<file path="src/rtl/winocnn_pkg.sv">
// winocnn_pkg: shared scheduler state type, tile geometry constants and stride helper
package winocnn_pkg;
  localparam int BLK_STRIDE = 6;
  localparam int TILE_L = 6;
  localparam int TILE_S = 4;
  localparam int COORD_W = 11;
  typedef enum logic [2:0] {IDLE, FETCH, KICK, WAIT, DONE} sched_state_t;
  // v*6 as (v<<2)+(v<<1); 255*6+5 still fits in COORD_W
  function automatic logic [COORD_W-1:0] times_stride(input logic [7:0] v);
    logic [COORD_W-1:0] x;
    x = {3'b000, v};
    return (x << 2) + (x << 1);
  endfunction
endpackage

</file>
<file path="src/rtl/tile_coord_counter.sv">
// tile_coord_counter: nested row / tile-x / tile-y counters for the tile walk
module tile_coord_counter (
  input  logic       clk,
  input  logic       reset,
  input  logic       i_clr,
  input  logic       i_inc_row,
  input  logic       i_inc_tile,
  input  logic [2:0] i_len,
  input  logic [7:0] i_w,
  input  logic [7:0] i_h,
  output logic [2:0] o_r,
  output logic [7:0] o_bx,
  output logic [7:0] o_by,
  output logic       o_last_row,
  output logic       o_last_tile
);
  logic w_last_col;
  assign o_last_row  = o_r == i_len - 3'd1;
  assign w_last_col  = o_bx == i_w - 8'd1;
  assign o_last_tile = w_last_col && (o_by == i_h - 8'd1);
  // row within the current tile wraps after the last row
  always_ff @(posedge clk or posedge reset)
    if (reset) o_r <= '0;
    else if (i_clr) o_r <= '0;
    else if (i_inc_row) o_r <= o_last_row ? 3'd0 : o_r + 3'd1;
  // tile origin walks row-major: bx first, then by
  always_ff @(posedge clk or posedge reset)
    if (reset) begin
      o_bx <= '0;
      o_by <= '0;
    end else if (i_clr) begin
      o_bx <= '0;
      o_by <= '0;
    end else if (i_inc_tile) begin
      o_bx <= w_last_col ? 8'd0 : o_bx + 8'd1;
      o_by <= w_last_col ? o_by + 8'd1 : o_by;
    end
endmodule

</file>
<file path="src/rtl/data_tile_scheduler.sv">
// data_tile_scheduler: walks Winograd input tiles, issues row reads and kicks the PE array per tile
module data_tile_scheduler
  import winocnn_pkg::*;
(
  input  logic               clk,
  input  logic               reset,
  input  logic               data_prepare_i,
  input  logic [7:0]         block_width_i,
  input  logic [7:0]         block_height_i,
  input  logic [3:0]         data_id_i,
  input  logic               size_type_i,
  output logic               rd_req_valid_o,
  input  logic               rd_req_ready_i,
  output logic [COORD_W-1:0] rd_row_o,
  output logic [COORD_W-1:0] rd_col_o,
  output logic [2:0]         rd_len_o,
  output logic [3:0]         rd_id_o,
  output logic               compute_start_o,
  input  logic               compute_done_i,
  output logic               loop_finished_o,
  output logic               busy_o
);
  sched_state_t r_state, w_next;
  logic [7:0] r_w, r_h;
  logic [2:0] r_len;
  logic [3:0] r_id;
  logic       r_armed;
  logic       w_start, w_inc_row, w_inc_tile, w_last_row, w_last_tile;
  logic [2:0] w_r;
  logic [7:0] w_bx, w_by;

  tile_coord_counter u_cnt (
    .clk        (clk),
    .reset      (reset),
    .i_clr      (w_start),
    .i_inc_row  (w_inc_row),
    .i_inc_tile (w_inc_tile),
    .i_len      (r_len),
    .i_w        (r_w),
    .i_h        (r_h),
    .o_r        (w_r),
    .o_bx       (w_bx),
    .o_by       (w_by),
    .o_last_row (w_last_row),
    .o_last_tile(w_last_tile)
  );

  assign rd_req_valid_o  = r_state == FETCH;
  assign compute_start_o = r_state == KICK;
  assign loop_finished_o = r_state == DONE;
  assign busy_o          = r_state != IDLE;
  assign rd_row_o        = times_stride(w_by) + COORD_W'(w_r);
  assign rd_col_o        = times_stride(w_bx);
  assign rd_len_o        = r_len;
  assign rd_id_o         = r_id;

  // state register
  always_ff @(posedge clk or posedge reset)
    if (reset) r_state <= IDLE;
    else r_state <= w_next;

  // next state and counter strobes
  always_comb begin
    w_next     = r_state;
    w_start    = 1'b0;
    w_inc_row  = 1'b0;
    w_inc_tile = 1'b0;
    case (r_state)
      IDLE: begin
        w_start = r_armed && data_prepare_i;
        w_next  = w_start ? FETCH : IDLE;
      end
      FETCH: begin
        w_inc_row = rd_req_ready_i;
        w_next    = (rd_req_ready_i && w_last_row) ? KICK : FETCH;
      end
      KICK: w_next = WAIT;
      WAIT: begin
        w_inc_tile = compute_done_i && !w_last_tile;
        w_next     = !compute_done_i ? WAIT : w_last_tile ? DONE : FETCH;
      end
      default: w_next = IDLE;
    endcase
  end

  // armed blocks a restart until data_prepare has been seen low in IDLE
  always_ff @(posedge clk or posedge reset)
    if (reset) r_armed <= 1'b1;
    else if (r_state == DONE) r_armed <= 1'b0;
    else if (r_state == IDLE && !data_prepare_i) r_armed <= 1'b1;

  // pass parameters are captured once at start
  always_ff @(posedge clk or posedge reset)
    if (reset) begin
      r_w   <= '0;
      r_h   <= '0;
      r_len <= '0;
      r_id  <= '0;
    end else if (w_start) begin
      r_w   <= (block_width_i == 8'd0) ? 8'd1 : block_width_i;
      r_h   <= (block_height_i == 8'd0) ? 8'd1 : block_height_i;
      r_len <= size_type_i ? 3'(TILE_L) : 3'(TILE_S);
      r_id  <= data_id_i;
    end
endmodule
</file>
<file path="config.mk">
export PLATFORM = sky130hd
export DESIGN_NAME = data_tile_scheduler
export DESIGN_NICKNAME = d
export VERILOG_FILES = /design/src/rtl/winocnn_pkg.sv /design/src/rtl/tile_coord_counter.sv /design/src/rtl/data_tile_scheduler.sv
export SDC_FILE = /design/constraint.sdc
export NUM_CORES = 1
export LEC_CHECK = 0
export CELL_PAD_IN_SITES_DETAIL_PLACEMENT = 0
export CELL_PAD_IN_SITES_GLOBAL_PLACEMENT = 2
export CORE_MARGIN = 1.5
export CORE_UTILIZATION = 36
export CTS_BUF_LIST = sky130_fd_sc_hd__clkbuf_4
export DETAILED_ROUTE_END_ITERATION = 8
export PLACE_DENSITY = 0.88
export SLEW_MARGIN = 20
export SYNTH_ARGS = -nofsm -noshare
export SYNTH_HDL_FRONTEND = slang
export SYNTH_SLANG_ARGS = --single-unit
</file>
<file path="constraint.sdc">
create_clock -name clk -period 8.31 [get_ports clk]
set_input_delay 1.662 -clock clk [delete_from_list [all_inputs] [get_ports clk]]
set_output_delay 1.662 -clock clk [all_outputs]
set_load 0.05 [all_outputs]
</file>
# Word-level counts from Yosys, hierarchy flattened

Cells that the tools add are included.

Output and inout port bits: 33
Bits in registers: 46
Bits of input ports: 26
Logic and storage cells: 63

Equal/unequal tests: 7
Add/subtract/negate cells: 9
Multiplexer cells: 22
Reduce and logical (&&, ||, !) cells: 16

Operator list:

| operator                                         | number |
|---|---|
| two-way mux 8 bit                                | 8 |
| adder 10 x 9 -> 11 bit                           | 2 |
| adder 8 x 1 -> 8 bit, second input constant      | 2 |
| == test 8 bit                                    | 2 |
| logical NOT 8 bit                                | 2 |
| subtractor 8 x 1 -> 8 bit, second input constant | 2 |
| two-way mux 3 bit                                | 5 |
| case mux 3 bit (4 select lines)                  | 1 |
| adder 11 x 3 -> 11 bit                           | 1 |
| nonzero test 2 bit                               | 4 |
| == test 3 x 2 -> 1 bit, second input constant    | 2 |
| two-way mux 1 bit                                | 6 |
| logical AND 1 bit                                | 5 |
| two-way mux 2 bit                                | 2 |
| adder 3 x 1 -> 3 bit, second input constant      | 1 |
| == test 3 x 1 -> 1 bit, second input constant    | 1 |
| == test 3 bit                                    | 1 |
| == test 3 bit, second input constant             | 1 |
| logical NOT 3 bit                                | 1 |
| nonzero test 3 bit                               | 1 |
| subtractor 3 x 1 -> 3 bit, second input constant | 1 |
| logical NOT 1 bit                                | 2 |
| AND reduction 2 bit                              | 1 |

# Depth between registers and ports, before layout

Depth after elaboration: 8
Gate-level depth with buffers: 10

# Hierarchy

From an unflattened synthesis, not the netlist that was laid out.

Cell total of the unflattened synthesis: 378
Area, all modules: 3326.9 um^2

By module, submodules not included:

| module              | times used | cells an instance | area each (um^2) | sequential area each (um^2) |
|---|---|---|---|---|
| data_tile_scheduler | 1          | 208               | 1834.3           | 651.9 |
| tile_coord_counter  | 1          | 170               | 1492.7           | 475.5 |

# Worst setup path after synthesis

No wires, ideal clock.

Path kind: flip-flop to output port
Start point: register u_cnt.o_by[0]
End point: output port rd_row_o[8]
Cell stages (with the launch flop): 11
Buffers on the path: 0
Arrival time: 2.840 ns
Path slack: 3.808 ns
Cell sequence: dfrtp_1 fa_1 ha_1 inv_1 fa_1 inv_1 a21o_1 a21oi_1 o21bai_1 a21o_1 xor2_1

Longest elaborated chain between the ends: 2

Ends and longest elaborated chain:

| what                     | RTL line                  | text |
|---|---|---|
| start: declaration       | tile_coord_counter.sv:13  | `output logic [7:0] o_by,` |
| start signal: assignment | tile_coord_counter.sv:36  | `o_by <= w_last_col ? o_by + 8'd1 : o_by;` |
| adder 10 x 9 -> 11 bit   | winocnn_pkg.sv:12         | `return (x << 2) + (x << 1);` |
| adder 11 x 3 -> 11 bit   | data_tile_scheduler.sv:52 | `assign rd_row_o = times_stride(w_by) + COORD_W'(w_r);` |
| end: declaration         | data_tile_scheduler.sv:14 | `output logic [COORD_W-1:0] rd_row_o,` |

No other way between the ends.

# Worst setup path after layout

Same ends and word-level chain as after synthesis.

==> flow_metrics.tcl <==
set metrics [dict create \
    yosys_warnings 0 \
    power.density_nw_per_um2 322.2 \
    post-route-period-util_pct 63.21 \
    drcViolationCount 0 \
    slew_violations 0 \
    grt_pass1_wl_mm 13.05 \
    wl_per_cell_um 14.12 \
    pre_cts_ws_ns 3.476 \
    finalSetupViolations 0 \
    post-route-min-period_ns 5.253 \
    gr-total-overflow 0 \
    ys_seq_area_share_pct 33.25 \
    setup_ws_ns 3.057 \
    syn_to_final_growth_pct 21.33 \
    cts.sinks 45 \
    syn_area_per_cell_sq_um 8.970 \
    timing.hold.ws_ns 0.5006 \
    die_w_um 100.1 \
    hold_viol_final 0 \
    p_leak_nw 1.887 \
    postCtsSetupRepairBufs 0 \
    syn_inst 378 \
    ir_worst_vdd_mv 0.1815 \
    synth-edff-count 0 \
    drt_wl_total_mm 7.655 \
    num_rows 35 \
    grt_pass1_vias 2735 \
    cp.required_ns 6.65 \
    top_level_ports 59 \
    ys_top_cells_by_area "dfrtp_1, ha_1, nand2_1, xnor2_1, xor2_1" \
    clk_pin_slew_ns 0.14 \
    finalSetupTns_ns 0 \
    antenna_found_initial 0 \
    die_area_sq_um 10010 \
    dr_total_vias 2778 \
    fin_nets 488 \
    crit_type "reg2out" \
    grt_setup_unrepaired "no" \
    cts-root-buf "clkbuf_4" \
    htree_num_levels 2 \
    drt_iter0_markers 116 \
    portBuffers 56 \
    clockBufferDepth 2 \
    cts_tree "yes" \
    syn_area_sq_um 3391 \
    worstSetupEndpointType "primary output" \
    yosys.area.top_type_share_pct 32.47 \
    ant_nets 0 \
    grt_max_degree 46 \
    fillers 900 \
    final_cell_mix "nand2_1, clkdlybuf4s50_1, dfrtp_1, ha_1" \
    die_h_um 100.1 \
    clk_latency_ns 0.36 \
    gp_routability_congestion 0.8277 \
    vias_per_cell 5.125 \
    holdBufCountCts 0 \
    synth_area_leader_cell "dfrtp_1" \
    synth_cell_type_count 59 \
    synth-seq-cells 45 \
    async_reset_ff_share_pct 100.0 \
    synth-main-ff-cell "dfrtp_1" \
    layout-drive-gt1-share_pct 5.336 \
    cp.arrival_ns 3.59 \
    post-route-util_pct 44.73 \
    cp-start-kind "flip-flop" \
    hp-class "reg2reg" \
    initial_core_util_pct 36.87 \
    max_freq_ghz 0.1904 \
    dpl.hpwl_mm 5.638 \
    grt_use_total_pct 16.10 \
    relSlewSlack_pct 57.25 \
    coreArea_sq_um 9196 \
    first_pass_iters 5 \
    skew_ns 0.008294 \
    outcome "complete, no violations" \
    final_common_cell "nand2_1" \
    maxCapViolations 0 \
    diodes 0 \
    cts_resized 0 \
    cts_buffers 5 \
    critPathMaxFanout 6 \
    tightest_slew_ns 0.6394 \
]
-- path summary, 6_finish.rpt --
path                       cells past startpoint                       from                        end  slack (ns)
setup / recovery                              11  u_cnt.o_by[0]$_DFFE_PP0P_                rd_row_o[8]        3.06
hold / removal                                 2     rd_id_o[2]$_DFFE_PP0P_     rd_id_o[2]$_DFFE_PP0P_        0.50
setup reg to reg                               9         r_h[0]$_DFFE_PP0P_  u_cnt.o_bx[0]$_DFFE_PP0P_        5.56
hold reg to reg                                2     rd_id_o[2]$_DFFE_PP0P_     rd_id_o[2]$_DFFE_PP0P_        0.50
max in group asynchronous                      3                      reset  u_cnt.o_by[3]$_DFFE_PP0P_        6.16
min in group asynchronous                      3                      reset     rd_id_o[2]$_DFFE_PP0P_        1.74
-- through the flow --
stage	instances	total power, mW	cell area (sq um)
after floorplan	379	0.9854	3395
after global placement	534	1.181	4035
after detailed placement	534	1.190	4035
after CTS	542	1.333	4114
after global routing	542	1.423	4114
final	542	1.325	4114
-- logic make-up after synthesis --
kind of cell | Yosys count | synth area share, %
muxes | 5 | 1.513
DFF | 45 | 33.25
and+or+nand+nor | 148 | 21.59
adders and majority gates | 32 | 12.47
AOI/OAI and AO/OA | 76 | 17.45
other | 1 | 0.1106
xor gates and xnor gates | 34 | 8.782
buffers and inverters | 37 | 4.834
-- worst max-delay path, cell delays in order, from the launching register on --
cell and delay (ns):
dfrtp_1 0.50, fa_1 0.57, ha_1 0.18, inv_1 0.06, fa_1 0.39, inv_1 0.08, a21o_1 0.10, a21oi_1 0.09
o21bai_1 0.14, a21o_1 0.17, xor2_1 0.15, clkdlybuf4s50_1 0.81
-- layout make-up --
type | count | area, sq um | area share, %
flip-flops and latches | 45 | 1127 | 27.40
multi-input cells | 297 | 2103 | 51.13
clock buffers | 5 | 37.54 | 0.9124
inverters | 22 | 82.58 | 2.007
well taps | 111 | 138.9 | 3.376
clock inverters | 3 | 41.29 | 1.004
repair buffers | 59 | 583.1 | 14.17
-- synth_stat cells, drive strengths merged, types with 5 or more instances --
cell type / instances
a21oi: 15
buf: 11
inv: 22
a31oi: 8
xor2: 13
nand2b: 6
o21ai: 14
nand2: 72
dfrtp: 44
o21bai: 5
xnor2: 21
ha: 29
a21o: 9
nand3: 12
nor2b: 5
nor2: 20
nor3: 11
-- registers in the layout, indices dropped and copies added (netlist names) --
name        count
r_armed         1
u_cnt.o_bx      8
rd_len_o        2
r_state         3
r_h             8
u_cnt.o_r       3
u_cnt.o_by      8
rd_id_o         4
r_w             8
-- power by group --
group          switching [mW]  internal (mW)  leakage [nW]  total (mW)
combinational           0.499          0.307          1.28       0.806
sequential             0.0947          0.286         0.566       0.380
clock                  0.0763         0.0624        0.0389       0.139
total                   0.670          0.655          1.89        1.33
-- metal layers --
metal	up-vias	GRT usage, %	part of all wire (%)
met1	1296	22.97	50
li1	1423	-	-
met3	8	2.855	4.4
met2	51	25.59	45
met5	-	0	0
met4	0	3.575	0.97
No activity file was read; power rests on OpenSTA's default activity.
